File: config.mk
export PLATFORM = sky130hd
export DESIGN_NAME = auth_tx_flat
export DESIGN_NICKNAME = d
export VERILOG_FILES = /design/src/rtl/auth_tx_if.sv /design/src/rtl/auth_tx.sv /design/src/flat_wrapper.sv
export SDC_FILE = /design/constraint.sdc
export NUM_CORES = 1
export LEC_CHECK = 0
export BUFFER_PORTS_ARGS = -buffer_cell sky130_fd_sc_hd__buf_2
export CAP_MARGIN = 30
export CORE_MARGIN = 8
export CORE_UTILIZATION = 49
export DETAILED_ROUTE_END_ITERATION = 16
export PLACE_DENSITY = 0.66
export SYNTH_ARGS = -nofsm -noshare
export SYNTH_HDL_FRONTEND = slang
export SYNTH_SLANG_ARGS = --single-unit
File: constraint.sdc
create_clock -name clk -period 5.07 [get_ports clk]
set_clock_uncertainty 0.1 [all_clocks]
set_input_delay 1.014 -clock clk [delete_from_list [all_inputs] [get_ports clk]]
set_output_delay 1.014 -clock clk [all_outputs]
set_load 0.01 [all_outputs]
File: src/rtl/auth_tx_if.sv
// auth_tx_if: request/status bundle between a controller and the authentication transmitter
interface auth_tx_if;
  logic go;
  logic stop;
  logic tx;
  logic busy;
  logic sent;
  logic link_on;
  modport master (output go, stop, input tx, busy, sent, link_on);
  modport slave (input go, stop, output tx, busy, sent, link_on);
endinterface

File: src/rtl/auth_tx.sv
// auth_tx: sends single 8N1 'g'/'s' power-up/power-down bytes from one-deep request slot
module auth_tx #(
  parameter int BAUD_DIV = 5208
) (
  input logic       clk,
  input logic       rst_n,
  auth_tx_if.slave  bus
);
  localparam int BW = $clog2(BAUD_DIV);
  typedef enum logic {IDLE, XMIT} state_t;
  typedef enum logic [1:0] {EMPTY, CMD_G, CMD_S} slot_t;
  state_t        state_q;
  slot_t         slot_q, slot_d;
  logic [8:0]    sh_q;
  logic [BW-1:0] baud_q;
  logic [3:0]    bit_q;
  logic          is_g_q, tx_q, busy_q, sent_q, link_q;
  logic          baud_end;
  assign baud_end = baud_q == BW'(BAUD_DIV - 1);
  // Last request wins with stop dominating; an idle FSM consumes the pending command
  always_comb begin
    slot_d = bus.stop ? CMD_S : bus.go ? CMD_G : (state_q == IDLE) ? EMPTY : slot_q;
  end
  // Request slot register
  always_ff @(posedge clk or negedge rst_n) begin
    if (!rst_n) slot_q <= EMPTY;
    else        slot_q <= slot_d;
  end
  // Frame FSM: start bit driven directly, then data+stop shifted out LSB first
  always_ff @(posedge clk or negedge rst_n) begin
    if (!rst_n) begin
      state_q <= IDLE;
      sh_q    <= '1;
      baud_q  <= '0;
      bit_q   <= '0;
      is_g_q  <= 1'b0;
      tx_q    <= 1'b1;
      busy_q  <= 1'b0;
      sent_q  <= 1'b0;
      link_q  <= 1'b0;
    end else begin
      sent_q <= 1'b0;
      if (state_q == IDLE) begin
        tx_q <= 1'b1;
        if (slot_q != EMPTY) begin
          sh_q    <= {1'b1, (slot_q == CMD_G) ? 8'h67 : 8'h73};
          is_g_q  <= slot_q == CMD_G;
          tx_q    <= 1'b0;
          busy_q  <= 1'b1;
          baud_q  <= '0;
          bit_q   <= '0;
          state_q <= XMIT;
        end
      end else if (baud_end) begin
        baud_q <= '0;
        if (bit_q == 4'd9) begin
          state_q <= IDLE;
          busy_q  <= 1'b0;
          sent_q  <= 1'b1;
          link_q  <= is_g_q;
          tx_q    <= 1'b1;
        end else begin
          tx_q  <= sh_q[0];
          sh_q  <= {1'b1, sh_q[8:1]};
          bit_q <= bit_q + 4'd1;
        end
      end else begin
        baud_q <= baud_q + 1'b1;
      end
    end
  end
  assign bus.tx      = tx_q;
  assign bus.busy    = busy_q;
  assign bus.sent    = sent_q;
  assign bus.link_on = link_q;
endmodule

File: src/flat_wrapper.sv
// flat-port wrapper written by rule: the top's interface ports become plain ports
module auth_tx_flat 
#(
  parameter int BAUD_DIV = 5208
)
  (clk, rst_n, bus_go, bus_stop, bus_tx, bus_busy, bus_sent, bus_link_on);
  auth_tx_if bus_i ();
  input logic clk;
  input logic rst_n;
  input wire logic [$bits(bus_i.go)-1:0] bus_go;
  input wire logic [$bits(bus_i.stop)-1:0] bus_stop;
  output wire logic [$bits(bus_i.tx)-1:0] bus_tx;
  output wire logic [$bits(bus_i.busy)-1:0] bus_busy;
  output wire logic [$bits(bus_i.sent)-1:0] bus_sent;
  output wire logic [$bits(bus_i.link_on)-1:0] bus_link_on;
  assign bus_i.go = bus_go;
  assign bus_i.stop = bus_stop;
  assign bus_tx = bus_i.tx;
  assign bus_busy = bus_i.busy;
  assign bus_sent = bus_i.sent;
  assign bus_link_on = bus_i.link_on;
  auth_tx #(.BAUD_DIV(BAUD_DIV)) u_core (.clk(clk), .rst_n(rst_n), .bus(bus_i));
endmodule
==> results.md <==
- Worst-path maximum fanout: 7
- Wire length of the first global-routing pass: 5330 µm
- Final Wtd Congestion: approximately 0.91
- Commonest cells after routing, fill and taps aside: dfrtp_1 (24), nand2_1 (12), nor2_1 (12)
- Cell row count: 20
- Total inserted antenna cells: 0
- DR DRC count: 0
- Number of hold violations in the final report: 0
- Final core utilization: 55.8%
- Pwr per Cell Area: between 300 and 400 nW/µm²
- Capturing instance or port of the critical path: u_core.sh_q[4]$_DFFE_PN1P_
- Maximum root-to-sink buffer count: 2
- Final setup fails: 0
- Sequential group share of total power: 56.4%
- Final nets: 162
- Unique cell type count in the Yosys netlist: 40
- Met1 demand-to-capacity share in global routing: around 16%
- Kind of critical path: reg -> reg
- Clock insertion delay at the later pin of the skew report: 340 ps
- Antenna violation net count after detailed routing: 0
- Number of antenna violations at the first check in global routing: 0
- Worst setup SP type: flip-flop
- Clock edge transition at the registers on the reported setup and hold paths: 100 ps
- Overall routed net length: 3080 µm
- Number of instances in the synthesized netlist: 146
- Height of the die: 72.5 µm
- Pin count of the biggest net entering global routing: 34
- Switching component of the power: 0.182 mW
- Cts-stage hold buffer count: 0
- First-pass DRT Iterations: 4
- Synth Flop Type: dfrtp_1
- Fin area: 1700 µm²
- Top-area cell type share of the netlist area: around two fifths
- Leading cell type in the layout, fill and taps excluded: dfrtp_1
- Share of synthesized flip-flops with an asynchronous set or reset: 100%
- Number of global-route vias before repair: 1212
- Final count of pins violating max slew: 0
- Status: complete, no violations
- Syn Std Cell Area: 1560 µm²
- Count of boundary I/O pins: 8
- Synth warn: 0
- H-tree Lvls: 2
- Leftover overflow at the end of global routing: 0
- Number of synthesized flops with an enable pin: 0
- IO Port Bufs: 7
- Buffer type at the clock tree root: clkbuf_4
- Synthesis-stage register bit count: 33
- Least-Margin Pin Slew: 751 ps
- Final critical-path share of the clock period: 46.2%
- Relative max-transition margin: 49.5%
- Post-cts repair resize count: 0
- Peak VDD IR: 272 µV
- Average cell area after synthesis: 10.7 µm²
- Path category of the worst min-delay check: reg -> reg
- Register area share after synthesis: ~54%
- Die outline width: 72.5 µm
- Data arrival, critical path: about 2500 ps
- CORE AREA: 3050 µm²
- Setup Total Neg Slack: 0 ps
- Area of placed instances: 1630 µm²
- Startpoint of the lowest-slack register-to-register path: u_core.baud_q[7]$_DFFE_PN0P_
- Fraction of layout cells with a size suffix above 1: a little under 20%
- Post-CTS setup repair buffer count: 0
- Final worst setup slack: 2730 ps
- Post-detailed-route wirelength per cell: 15.4 µm
- Met2 GRT Util: 21.1%
- Average vias per placed instance: 5.80
- Effective utilization at floorplan: 51.2%
- Worst reg-to-reg setup slack: 2730 ps
- Number of buffers created by CTS: 5
- HPWL after DPL: 2170 µm
- Start point of the critical path: u_core.baud_q[7]$_DFFE_PN0P_
- Net count of the mapped netlist: 153
- Reported max-cap violation count: 0
- P_int: approximately 0.44 mW
- Layout filler cell count: 287
- Worst setup timing slack at the placement stage: 2740 ps
- Clock share of power: between 30% and 40%
- Leakage: 0.745 nW
- Routed via count: ~1.2k
- Share of total power in combinational logic: 12.7%
- TritonCTS clock tree: yes
- Unrepaired setup endpoints after global routing: no
- Iteration-0 DRC count of the detailed router: 82
- Global routing usage on met3: a little over 3%
- Switching part of the total power: roughly 30%
- Post-layout min period: between 2000 and 2500 ps
- Top cell type by total area after synthesis: dfrtp_1
- Number of cell instances on the worst register-to-register path: 4
- All-Layer GR Usage: 13.0%
- Worst R2R End: u_core.sh_q[4]$_DFFE_PN1P_
- Highest clock rate: 0.427 GHz
- Peak-usage layer in the global routing report: met2
- Layout area overhead: 8.97%
- Required time at the endpoint of the critical path: 5250 ps
- Die ar.: 5250 µm²
- Synth top area cells: dfrtp_1 (38%), dfstp_2 (15%), a31oi_1 (3.2%)
- Element type at the critical path end: flip-flop
- Sinks on the clock net: 33
==> layout make-up <==
class	instances	area [µm²]	share of cell area [%]
inverter	5	18.8	1.10
tap	44	55.1	3.23
sequential	33	837	49.2
clock inverter	2	35.0	2.06
multi-input combinational	103	681	40.0
timing repair buffer	7	35.0	2.06
clock buffer	6	41.3	2.42
==> stage by stage <==
stage               total power [mW]  hold slack [ps]  cells
floorplan                      0.408              352    146
global placement               0.430              373    192
detailed placement             0.434              372    192
CTS                            0.627              394    200
global route                   0.653              402    200
finish                         0.624              390    200
==> power by group through the flow <==
stage	combinational [mW]	sequential [mW]	clock [mW]
6_report	0.0791	0.352	0.193
5_1_grt	0.0913	0.359	0.203
4_1_cts	0.0796	0.350	0.197
3_5_place_dp	0.0800	0.354	0
3_3_place_gp	0.0760	0.354	0
2_1_floorplan	0.0751	0.333	0
==> worst min-delay path by stage <==
stage,startpoint,to,slack [ps],cells after the start
after global routing,u_core.sh_q[3]$_DFFE_PN1P_,u_core.sh_q[2]$_DFFE_PN1P_,400,2
after floorplan,u_core.sh_q[2]$_DFFE_PN1P_,u_core.sh_q[1]$_DFFE_PN1P_,350,2
final,u_core.sh_q[2]$_DFFE_PN1P_,u_core.sh_q[1]$_DFFE_PN1P_,390,2
after CTS,u_core.sh_q[3]$_DFFE_PN1P_,u_core.sh_q[2]$_DFFE_PN1P_,390,2
after detailed placement,u_core.sh_q[2]$_DFFE_PN1P_,u_core.sh_q[1]$_DFFE_PN1P_,370,2
after global placement,u_core.sh_q[2]$_DFFE_PN1P_,u_core.sh_q[1]$_DFFE_PN1P_,370,2
==> synthesized netlist by cell type, types with 2 or more instances <==
cell type and n:
a21o_1 2, a21oi_1 7, a22o_1 5, a2bb2oi_1 2, a31oi_1 8, a41oi_1 2, and3_1 2, clkbuf_1 4
dfrtp_1 24, dfstp_2 9, ha_1 3, inv_1 5, mux2i_1 2, nand2_1 12, nand3_1 6, nor2_1 12
nor2b_1 2, nor3_1 3, nor4_1 3, o21ai_0 8, o22a_1 3, xnor2_1 4
==> cell families (layout without fill, tap and decap cells) <==
kind of cell | count (synthesis) | after routing | synth area share [%]
compound gates | 46 | 46 | 21.2
xor+xnor | 4 | 4 | 2.24
fa+ha+maj | 3 | 3 | 2.40
buf+inv | 10 | 20 | 2.88
flops | 33 | 33 | 53.6
mux | 3 | 3 | 2.00
simple gates | 47 | 47 | 15.7
==> sequential cells by signal, indices dropped and copies added, names as in the netlist <==
signal              cells
u_core.bus.link_on      1
u_core.bus.sent         1
u_core.slot_q           2
u_core.bit_q            4
u_core.state_q          1
u_core.sh_q             8
u_core.baud_q          13
u_core.bus.tx           1
u_core.bus.busy         1
u_core.is_g_q           1
==> critical path: stages (launching register included) <==
cell	delay, ps
dfrtp_1	450
or4b_4	590
or4_4	550
a22o_4	260
a221o_1	340
==> per-layer routing <==
layer | wire, µm | part of all wire [%]
met1 | 1440 | 47
met2 | 1450 | 47
met3 | 124 | 4.0
met4 | 65 | 2.1
met5 | 0 | 0
Power figures use the tool's default switching activity.
